`config.mk`:
```
export PLATFORM = sky130hd
export DESIGN_NAME = hack_alu_pipe
export DESIGN_NICKNAME = d
export VERILOG_FILES = /design/src/rtl/hack_alu_pipe.sv
export SDC_FILE = /design/constraint.sdc
export NUM_CORES = 1
export LEC_CHECK = 0
export CAP_MARGIN = 30
export CORE_MARGIN = 2
export CORE_UTILIZATION = 35
export DETAILED_ROUTE_END_ITERATION = 8
export PLACE_DENSITY = 0.63
export SETUP_SLACK_MARGIN = 0.1
export SLEW_MARGIN = 5
export SYNTH_ARGS = -nofsm -noshare
export SYNTH_HDL_FRONTEND = slang
export SYNTH_SLANG_ARGS = --single-unit
```
`constraint.sdc`:
```
create_clock -name clk -period 6.9 [get_ports clk]
set_input_delay 1.38 -clock clk [delete_from_list [all_inputs] [get_ports clk]]
set_output_delay 1.38 -clock clk [all_outputs]
set_load 0.02 [all_outputs]
```
`src/rtl/hack_alu_pipe.sv`:
```
// Registered Hack ALU with valid/ready handshakes, carry/overflow flags and an
// optional shift-add multiply that replaces the f operation when mul is set.
module hack_alu_pipe #(
  parameter int WIDTH  = 16,
  parameter bit MUL_EN = 1'b1
) (
  input  logic             clk,
  input  logic             rst_n,
  input  logic             in_valid,
  output logic             in_ready,
  input  logic [WIDTH-1:0] x,
  input  logic [WIDTH-1:0] y,
  input  logic             zx,
  input  logic             nx,
  input  logic             zy,
  input  logic             ny,
  input  logic             f,
  input  logic             no,
  input  logic             mul,
  output logic             out_valid,
  input  logic             out_ready,
  output logic [WIDTH-1:0] out,
  output logic             zr,
  output logic             ng,
  output logic             cy,
  output logic             ov
);

  localparam int CNT_W = (WIDTH > 2) ? $clog2(WIDTH) : 1;

  typedef enum logic [1:0] {
    S_IDLE = 2'd0,
    S_MUL  = 2'd1,
    S_HOLD = 2'd2
  } state_t;

  state_t             r_state;
  logic [WIDTH-1:0]   r_out;
  logic               r_zr;
  logic               r_ng;
  logic               r_cy;
  logic               r_ov;
  logic [WIDTH-1:0]   r_mcand;
  logic [WIDTH-1:0]   r_mplier;
  logic [WIDTH-1:0]   r_acc;
  logic [CNT_W-1:0]   r_cnt;
  logic               r_no;

  logic [WIDTH-1:0]   w_x1;
  logic [WIDTH-1:0]   w_x2;
  logic [WIDTH-1:0]   w_y1;
  logic [WIDTH-1:0]   w_y2;
  logic [WIDTH:0]     w_sum;
  logic [WIDTH-1:0]   w_fout;
  logic [WIDTH-1:0]   w_res;
  logic               w_cy;
  logic               w_ov;
  logic [WIDTH-1:0]   w_acc_next;
  logic [WIDTH-1:0]   w_mres;
  logic               w_mul;
  logic               w_accept;
  logic               w_last;

  // Operand pre-processing and the single-cycle Hack function.
  always_comb begin
    w_x1   = zx ? {WIDTH{1'b0}} : x;
    w_x2   = nx ? ~w_x1 : w_x1;
    w_y1   = zy ? {WIDTH{1'b0}} : y;
    w_y2   = ny ? ~w_y1 : w_y1;
    w_sum  = {1'b0, w_x2} + {1'b0, w_y2};
    w_fout = f ? w_sum[WIDTH-1:0] : (w_x2 & w_y2);
    w_res  = no ? ~w_fout : w_fout;
    // Flags come from the raw adder, before the output inversion.
    w_cy   = f & w_sum[WIDTH];
    w_ov   = f & (w_x2[WIDTH-1] == w_y2[WIDTH-1]) & (w_sum[WIDTH-1] != w_x2[WIDTH-1]);
  end

  // One shift-add step and the final multiply result.
  always_comb begin
    w_acc_next = r_acc + (r_mplier[0] ? r_mcand : {WIDTH{1'b0}});
    w_mres     = r_no ? ~w_acc_next : w_acc_next;
    w_last     = (r_cnt == CNT_W'(WIDTH - 1));
  end

  // Handshake: in_ready depends only on state and out_ready.
  always_comb begin
    in_ready = 1'b0;
    case (r_state)
      S_IDLE:  in_ready = 1'b1;
      S_HOLD:  in_ready = out_ready;
      default: in_ready = 1'b0;
    endcase
    w_mul    = mul & MUL_EN;
    w_accept = in_valid & in_ready;
  end

  // Control FSM together with the result, flag and multiplier registers.
  always_ff @(posedge clk) begin
    if (!rst_n) begin
      r_state  <= S_IDLE;
      r_out    <= {WIDTH{1'b0}};
      r_zr     <= 1'b1;
      r_ng     <= 1'b0;
      r_cy     <= 1'b0;
      r_ov     <= 1'b0;
      r_mcand  <= {WIDTH{1'b0}};
      r_mplier <= {WIDTH{1'b0}};
      r_acc    <= {WIDTH{1'b0}};
      r_cnt    <= {CNT_W{1'b0}};
      r_no     <= 1'b0;
    end else begin
      case (r_state)
        S_IDLE, S_HOLD: begin
          if (w_accept && w_mul) begin
            r_mcand  <= w_x2;
            r_mplier <= w_y2;
            r_acc    <= {WIDTH{1'b0}};
            r_cnt    <= {CNT_W{1'b0}};
            r_no     <= no;
            r_state  <= S_MUL;
          end else if (w_accept) begin
            r_out   <= w_res;
            r_zr    <= (w_res == {WIDTH{1'b0}});
            r_ng    <= w_res[WIDTH-1];
            r_cy    <= w_cy;
            r_ov    <= w_ov;
            r_state <= S_HOLD;
          end else if (r_state == S_HOLD && out_ready) begin
            r_state <= S_IDLE;
          end else begin
            r_state <= r_state;
          end
        end
        S_MUL: begin
          r_acc    <= w_acc_next;
          r_mcand  <= r_mcand << 1;
          r_mplier <= r_mplier >> 1;
          r_cnt    <= r_cnt + CNT_W'(1);
          if (w_last) begin
            r_out   <= w_mres;
            r_zr    <= (w_mres == {WIDTH{1'b0}});
            r_ng    <= w_mres[WIDTH-1];
            r_cy    <= 1'b0;
            r_ov    <= 1'b0;
            r_state <= S_HOLD;
          end else begin
            r_state <= S_MUL;
          end
        end
        default: r_state <= S_IDLE;
      endcase
    end
  end

  assign out_valid = (r_state == S_HOLD);
  assign out       = r_out;
  assign zr        = r_zr;
  assign ng        = r_ng;
  assign cy        = r_cy;
  assign ov        = r_ov;

endmodule

```
; Word-level counts from Yosys, hierarchy flattened
; Index checks and enable logic that the tools add are counted.
[classes]
addsub = 3
mul = 0
div = 0
order_cmp = 0
n_eq_ne = 10
n_shift = 0
n_mux = 41
bitwise_logic = 9
n_reduce_logical = 10
[ops]
columns = op, count
row1 = two-way mux 16 bit, 14
row2 = one-hot mux 16 bit (2 select lines), 4
row3 = NOT 16 bit, 4
row4 = zero test 16 bit, 2
row5 = adder 16 x 16 -> 17 bit, 1
row6 = adder 16 bit, 1
row7 = bitwise AND 16 bit, 1
row8 = two-way mux 1 bit, 11
row9 = one-hot mux 1 bit (2 select lines), 5
row10 = two-way mux 2 bit, 4
row11 = "!= test 2 bit, second input constant", 4
row12 = one-hot mux 4 bit (2 select lines), 1
row13 = "adder 4 x 1 -> 4 bit, second input constant", 1
row14 = bitwise AND 1 bit, 4
row15 = "== test 4 bit, second input constant", 1
row16 = two-way mux 4 bit, 1
row17 = "!= test 4 bit, second input constant", 1
row18 = one-hot mux 2 bit (2 select lines), 1
row19 = AND reduction 2 bit, 2
row20 = AND reduction 4 bit, 1
row21 = "== test 2 x 1 -> 1 bit, second input constant", 1
row22 = "== test 2 bit, second input constant", 1
row23 = logical AND 1 bit, 2
row24 = zero test 2 bit, 1
row25 = 4 further kinds, 4
[word_totals]
ff_bits = 75
latchBits = 0
ram_bits = 0
romBits = 0
input_bits = 43
out_inout_bits = 22
wordCells = 84
mem_count = 0

; Depth between registers and ports, before layout
[depth]
depth_word = 11
depth_mapped = 14
mapped_depth_nobuf = 13

; Least setup slack after synthesis
; No wires, ideal clock.
[synth_path]
kind = input to register
from = input ny
to = register r_zr (netlist: zr)
setup_ps = 78
arrival_time_ps = 4464
t_required_ps = 6822
setup_slack_ps = 2358
path_stages = 14
n_path_buf = 2
path_cell_list = buf_4 buf_1 xnor2_1 ha_1 inv_1 fa_1 nor4_1 or4_4 a31oi_4 mux2i_1 or3_1 a211oi_2 nand4_1 a32oi_1
[synth_between]
elab_chain_len = 9
word_cells_on_any_way = 10
classes_between = 1 x add/sub / 6 x mux / 2 x bitwise / 1 x reduce/logical
[synth_rtl]
columns = element, line
row1 = "start, declared", 16  ; input logic ny,
row2 = two-way mux 16 bit (*), 69  ; w_y2 = ny ? ~w_y1 : w_y1;
row3 = adder 16 x 16 -> 17 bit or bitwise AND 16 bit (tied branches), "70, 71"
row4 = two-way mux 16 bit (*), 71  ; w_fout = f ? w_sum[WIDTH-1:0] : (w_x2 & w_y2);
row5 = NOT 16 bit, 72  ; w_res = no ? ~w_fout : w_fout;
row6 = two-way mux 16 bit (*), 72
row7 = zero test 16 bit (*), 123  ; r_zr <= (w_res == {WIDTH{1'b0}});
row8 = two-way mux 1 bit (*), 121  ; end else if (w_accept) begin
row9 = two-way mux 1 bit (*), 114  ; if (w_accept && w_mul) begin
row10 = one-hot mux 1 bit (2 select lines) (*), 112  ; case (r_state)
row11 = "end signal, assigned", 123
row12 = "end signal, assigned", 141  ; r_zr <= (w_mres == {WIDTH{1'b0}});
row13 = "end, declared", 39  ; logic r_zr;
; Mark *: on every way between the ends. The rest lies on a longest branch, timed or not. The select of a mux whose other input is x is not followed.
; A chain may end at the register's enable or synchronous reset.

; Final worst setup path
[layout_path]
from = input zx
to = register r_zr (netlist: zr)
[layout_between]
elab_chain_len = 11
word_cells_on_any_way = 12
classes_between = 1 x add/sub / 7 x mux / 3 x bitwise / 1 x reduce/logical
[layout_rtl]
columns = element, line
row1 = "start, declared", 13  ; input logic zx,
row2 = two-way mux 16 bit (*), 66  ; w_x1 = zx ? {WIDTH{1'b0}} : x;
row3 = NOT 16 bit, 67  ; w_x2 = nx ? ~w_x1 : w_x1;
row4 = two-way mux 16 bit (*), 67
row5 = adder 16 x 16 -> 17 bit or bitwise AND 16 bit (tied branches), "70, 71"
row6 = two-way mux 16 bit (*), 71
row7 = NOT 16 bit, 72
row8 = two-way mux 16 bit (*), 72
row9 = zero test 16 bit (*), 123
row10 = two-way mux 1 bit (*), 121
row11 = two-way mux 1 bit (*), 114
row12 = one-hot mux 1 bit (2 select lines) (*), 112
; Marked as above.

==> summary.md <==
| Metric | Value |
|---|---|
| Io pins | 65 |
| Worst IR Drop VDD | 0.0001627 V |
| Kind of critical path | primary input to flip-flop |
| Register Area | 1481 um2 |
| Post-synth cell types | 75 |
| Clock root buffer | clkbuf_16 |
| Post-synthesis sequential area ratio | 23.10% |
| CTS clk-pin slew, worst paths | 0.06 ns |
| Mux cell area share after synthesis | 5.815% |
| Synth async-reset ratio | 0% |
| Simple-Gate Fraction of Synth Area | 27.43% |
| Design area | 7528 um2 |
| Total core area | 17,960 um2 |
| Pwr Density | 192.7 nW/um2 |
| CP Buf/Inv Count | 2 |
| Largest net degree at the start of global routing | 76 |
| Max Fanout on Critical Path | 16 |
| # port buffers | 64 |
| Final number of max-transition violations | 0 |
| Area growth syn-to-layout | 17.40% |
| Final Cycle Share | 70.42% |
| Final design utilization | 41.91% |
| Delay-heaviest family, CP | simple AND/OR/NAND/NOR gates |
| CTS Buffer Depth | 2 |
| Final antenna-violating net count | 0 |
| Post-synth EDFFs | 0 |
| Setup bufs post-CTS | 0 |
| Final Hold Vio Count | 0 |
| Cell area after synthesis | 6412 um2 |
| DRT Pass-1 Iters | 5 |
| Status | finished, final reports clean |
| Vias/cell | 5.392 |
| Initial Utilization | 35.70% |
| Multi-input gate area | 4693 um2 |
| H-tree depth | 3 |
| Period minus WS final | 4.859 ns |
| DRT iter0 DRCs | 457 |
| Routed vias | 5,791 |
| Post-Synth XOR/XNOR Area | 13.87% |
| CTS tree | built |
| Synth Area in Compound Gates | 19.06% |
| Synth Area in Adders | 6.868% |
| Total GRT Usage | 18.54% |
| First-pass GRT wire length | 28,840 um |
| Total of max-cap violations | 0 |
| # hold bufs at CTS | 0 |
| Pleak | 2.967 nW |
| Routed length per instance | 16.74 um |
| Register bit total from synthesis | 74 |
| Rows | 49 |
| Num CTS Buffers | 9 |
| Syn_nets | 879 |
| Clk_lat worst skew | 0.35 ns |
| Fin Clk Skew | 0.006723 ns |
| Startpoint Class | primary input |
| GPL Wtd Cong | 0.9052 |
| # clock sinks | 74 |
| # nets final | 917 |
| Synth Flop Type | dfxtp_1 |
| Chip Height | 139.4 um |
| Antenna diodes | 0 |
| Main combinational cell family by area after synthesis | simple AND/OR/NAND/NOR gates |
| Crit path DAT | 5.13 ns |
| GR Overflow Total | 0 |
| Initial antenna violation count | 0 |
| Crit path largest cell delay | 0.68 ns |
| Worst path required time | 7.17 ns |
| Avg Cell Area, Syn | 7.996 um2 |
| Yosys warns | 0 |
| Area after DPL | 7248 um2 |
| Slowest-stage cell, CP | clkdlybuf4s50_1 |
| DRC | 0 |
| Setup violations, final | 0 |
| Synth Instances | 802 |
| DP HPWL | 13,550 um |
| Width of the chip | 139.4 um |
| Crit-path cells | clkdlybuf4s50_1, nand2b_1, xnor2_1, ha_1, inv_1, fa_1, nor4_1, or4_4, a31oi_4, o2bb2ai_1, nor3_1, nor4bb_1, nand4_1, a32oi_1 |
| FMAX | 205.8 MHz |
| Max_slew headroom | 46.61% |
| Vias in the first global route | 5,354 |
| Die area | 19,420 um2 |
| Layout cells sized above 1 | 5.680% |
| Unrepaired setup endpoints after global routing | false |
| Setup TNS | 0 ns |
| Worst setup EP type | flip-flop |
| Worst Hold Class | flip-flop to flip-flop |
| CTS resizes | 0 |
| Fill cells | 1,806 |
| Worst hold slack | 0.4699 ns |
| Routed WL | 17,980 um |
| Least-Margin Pin Slew | 0.7980 ns |
synth_stat cells, types with 3 or more instances:
cell / number / area share, %
nor4_1: 7 / 0.68
inv_1: 13 / 0.76
o2bb2ai_1: 3 / 0.41
nand3_1: 33 / 2.6
mux2i_1: 35 / 5.5
o21ai_1: 4 / 0.31
a21oi_1: 28 / 2.2
nand3b_1: 3 / 0.35
and3_1: 9 / 0.88
nor3b_1: 4 / 0.47
clkbuf_1: 35 / 2.0
o21ai_0: 51 / 4.0
a31oi_1: 10 / 0.98
nand2_1: 86 / 5.0
o21a_1: 5 / 0.59
nor2_1: 31 / 1.8
buf_1: 8 / 0.47
dfxtp_1: 74 / 23
nand4_1: 4 / 0.39
o21bai_1: 4 / 0.47
and2_1: 52 / 5.1
a222oi_1: 8 / 1.2
o31ai_1: 3 / 0.35
a21o_1: 14 / 1.6
o211ai_1: 6 / 0.70
or2_2: 3 / 0.29
xor3_1: 3 / 1.1
nand2b_2: 3 / 0.41
xor2_1: 32 / 4.4
xnor2_1: 48 / 6.6
nor3_1: 19 / 1.5
ha_1: 32 / 6.2
nand2b_1: 28 / 2.7
nor2b_1: 28 / 2.7
xnor3_1: 4 / 1.4
a21boi_0: 19 / 2.2
or3_1: 3 / 0.29
kinds of logic (layout without fill, tap and decap cells):
kind of cell / after synthesis / after routing
XOR/XNOR: 88 / 88
multiplexers: 37 / 37
adder cells (fa/ha/maj): 34 / 34
AO/OA/AOI/OAI: 182 / 182
flip-flops: 74 / 74
buffers and inverters: 61 / 104
AND/OR/NAND/NOR: 326 / 326
final timing paths:
| check | from | cells past startpoint | endpoint | slack (ns) |
|---|---|---|---|---|
| worst max-delay path | zx | 14 | zr | 2.04 |
| worst min register to register | cy | 2 | cy | 0.47 |
| worst min-delay path | cy | 2 | cy | 0.47 |
| worst max register to register | r_mplier[0] | 13 | zr | 3.44 |
cells in the final DEF (no fill, tap or decap), drive strengths merged, types with 11 or more instances in the layout:
| cell | Yosys | final |
|---|---|---|
| nand2b | 31 | 31 |
| xor2 | 32 | 32 |
| a21boi | 21 | 21 |
| inv | 13 | 14 |
| a21o | 14 | 14 |
| nor2 | 31 | 31 |
| mux2i | 35 | 35 |
| nor3 | 19 | 19 |
| dfxtp | 74 | 74 |
| clkdlybuf4s50 | 0 | 63 |
| nor2b | 30 | 30 |
| a21oi | 28 | 28 |
| nand3 | 33 | 33 |
| a31oi | 11 | 11 |
| ha | 32 | 32 |
| clkbuf | 35 | 11 |
| xnor2 | 49 | 49 |
| nand2 | 86 | 86 |
| o21ai | 55 | 55 |
| buf | 13 | 12 |
| and2 | 52 | 52 |
stage by stage:
stage                     cells  setup WS, ns  power (mW)
after floorplan             802         2.358      0.8436
after global placement     1056         1.867      0.9897
after global routing       1074         1.683       1.527
after CTS                  1074         2.107       1.454
after detailed placement   1058         1.743      0.9960
final                      1074         2.041       1.451
worst reg2reg max path: cells and delay by family (launching register included):
family | cells | cell delay [ns]
flops | 1 | 0.47
compound gates | 5 | 1.02
fa+ha+maj | 2 | 0.66
mux | 1 | 0.15
simple gates | 4 | 0.92
xor+xnor | 1 | 0.17
flip-flops by register name (all words and copies together), names as in the netlist:
register  flops
r_state       2
cy            1
zr            1
out          16
ov            1
r_cnt         4
r_mcand      16
r_mplier     16
r_acc        16
r_no          1
area by class of cell:
class	count	area share [%]
sequential	74	19.68
clock inverter	5	0.4986
multi-input combinational	667	62.34
tap	229	3.806
timing repair buffer	75	9.806
inverter	13	0.6482
clock buffer	11	3.224
power breakdown:
part           internal (mW)  total, mW  switching, mW  leakage [nW]
Combinational          0.223      0.523          0.299          2.23
Clock                  0.255      0.457          0.202         0.132
Sequential             0.453      0.472         0.0187         0.602
Total                  0.931       1.45          0.520          2.97
per-layer routing:
metal  track usage [%]  routed length (um)  share of wire, %
met5                 0                   0                 0
met2             29.46                7945                44
met1             26.44                9002                50
met4             3.721                 197               1.1
met3             3.269                 838               4.7
(Power assumes the default switching activity.)
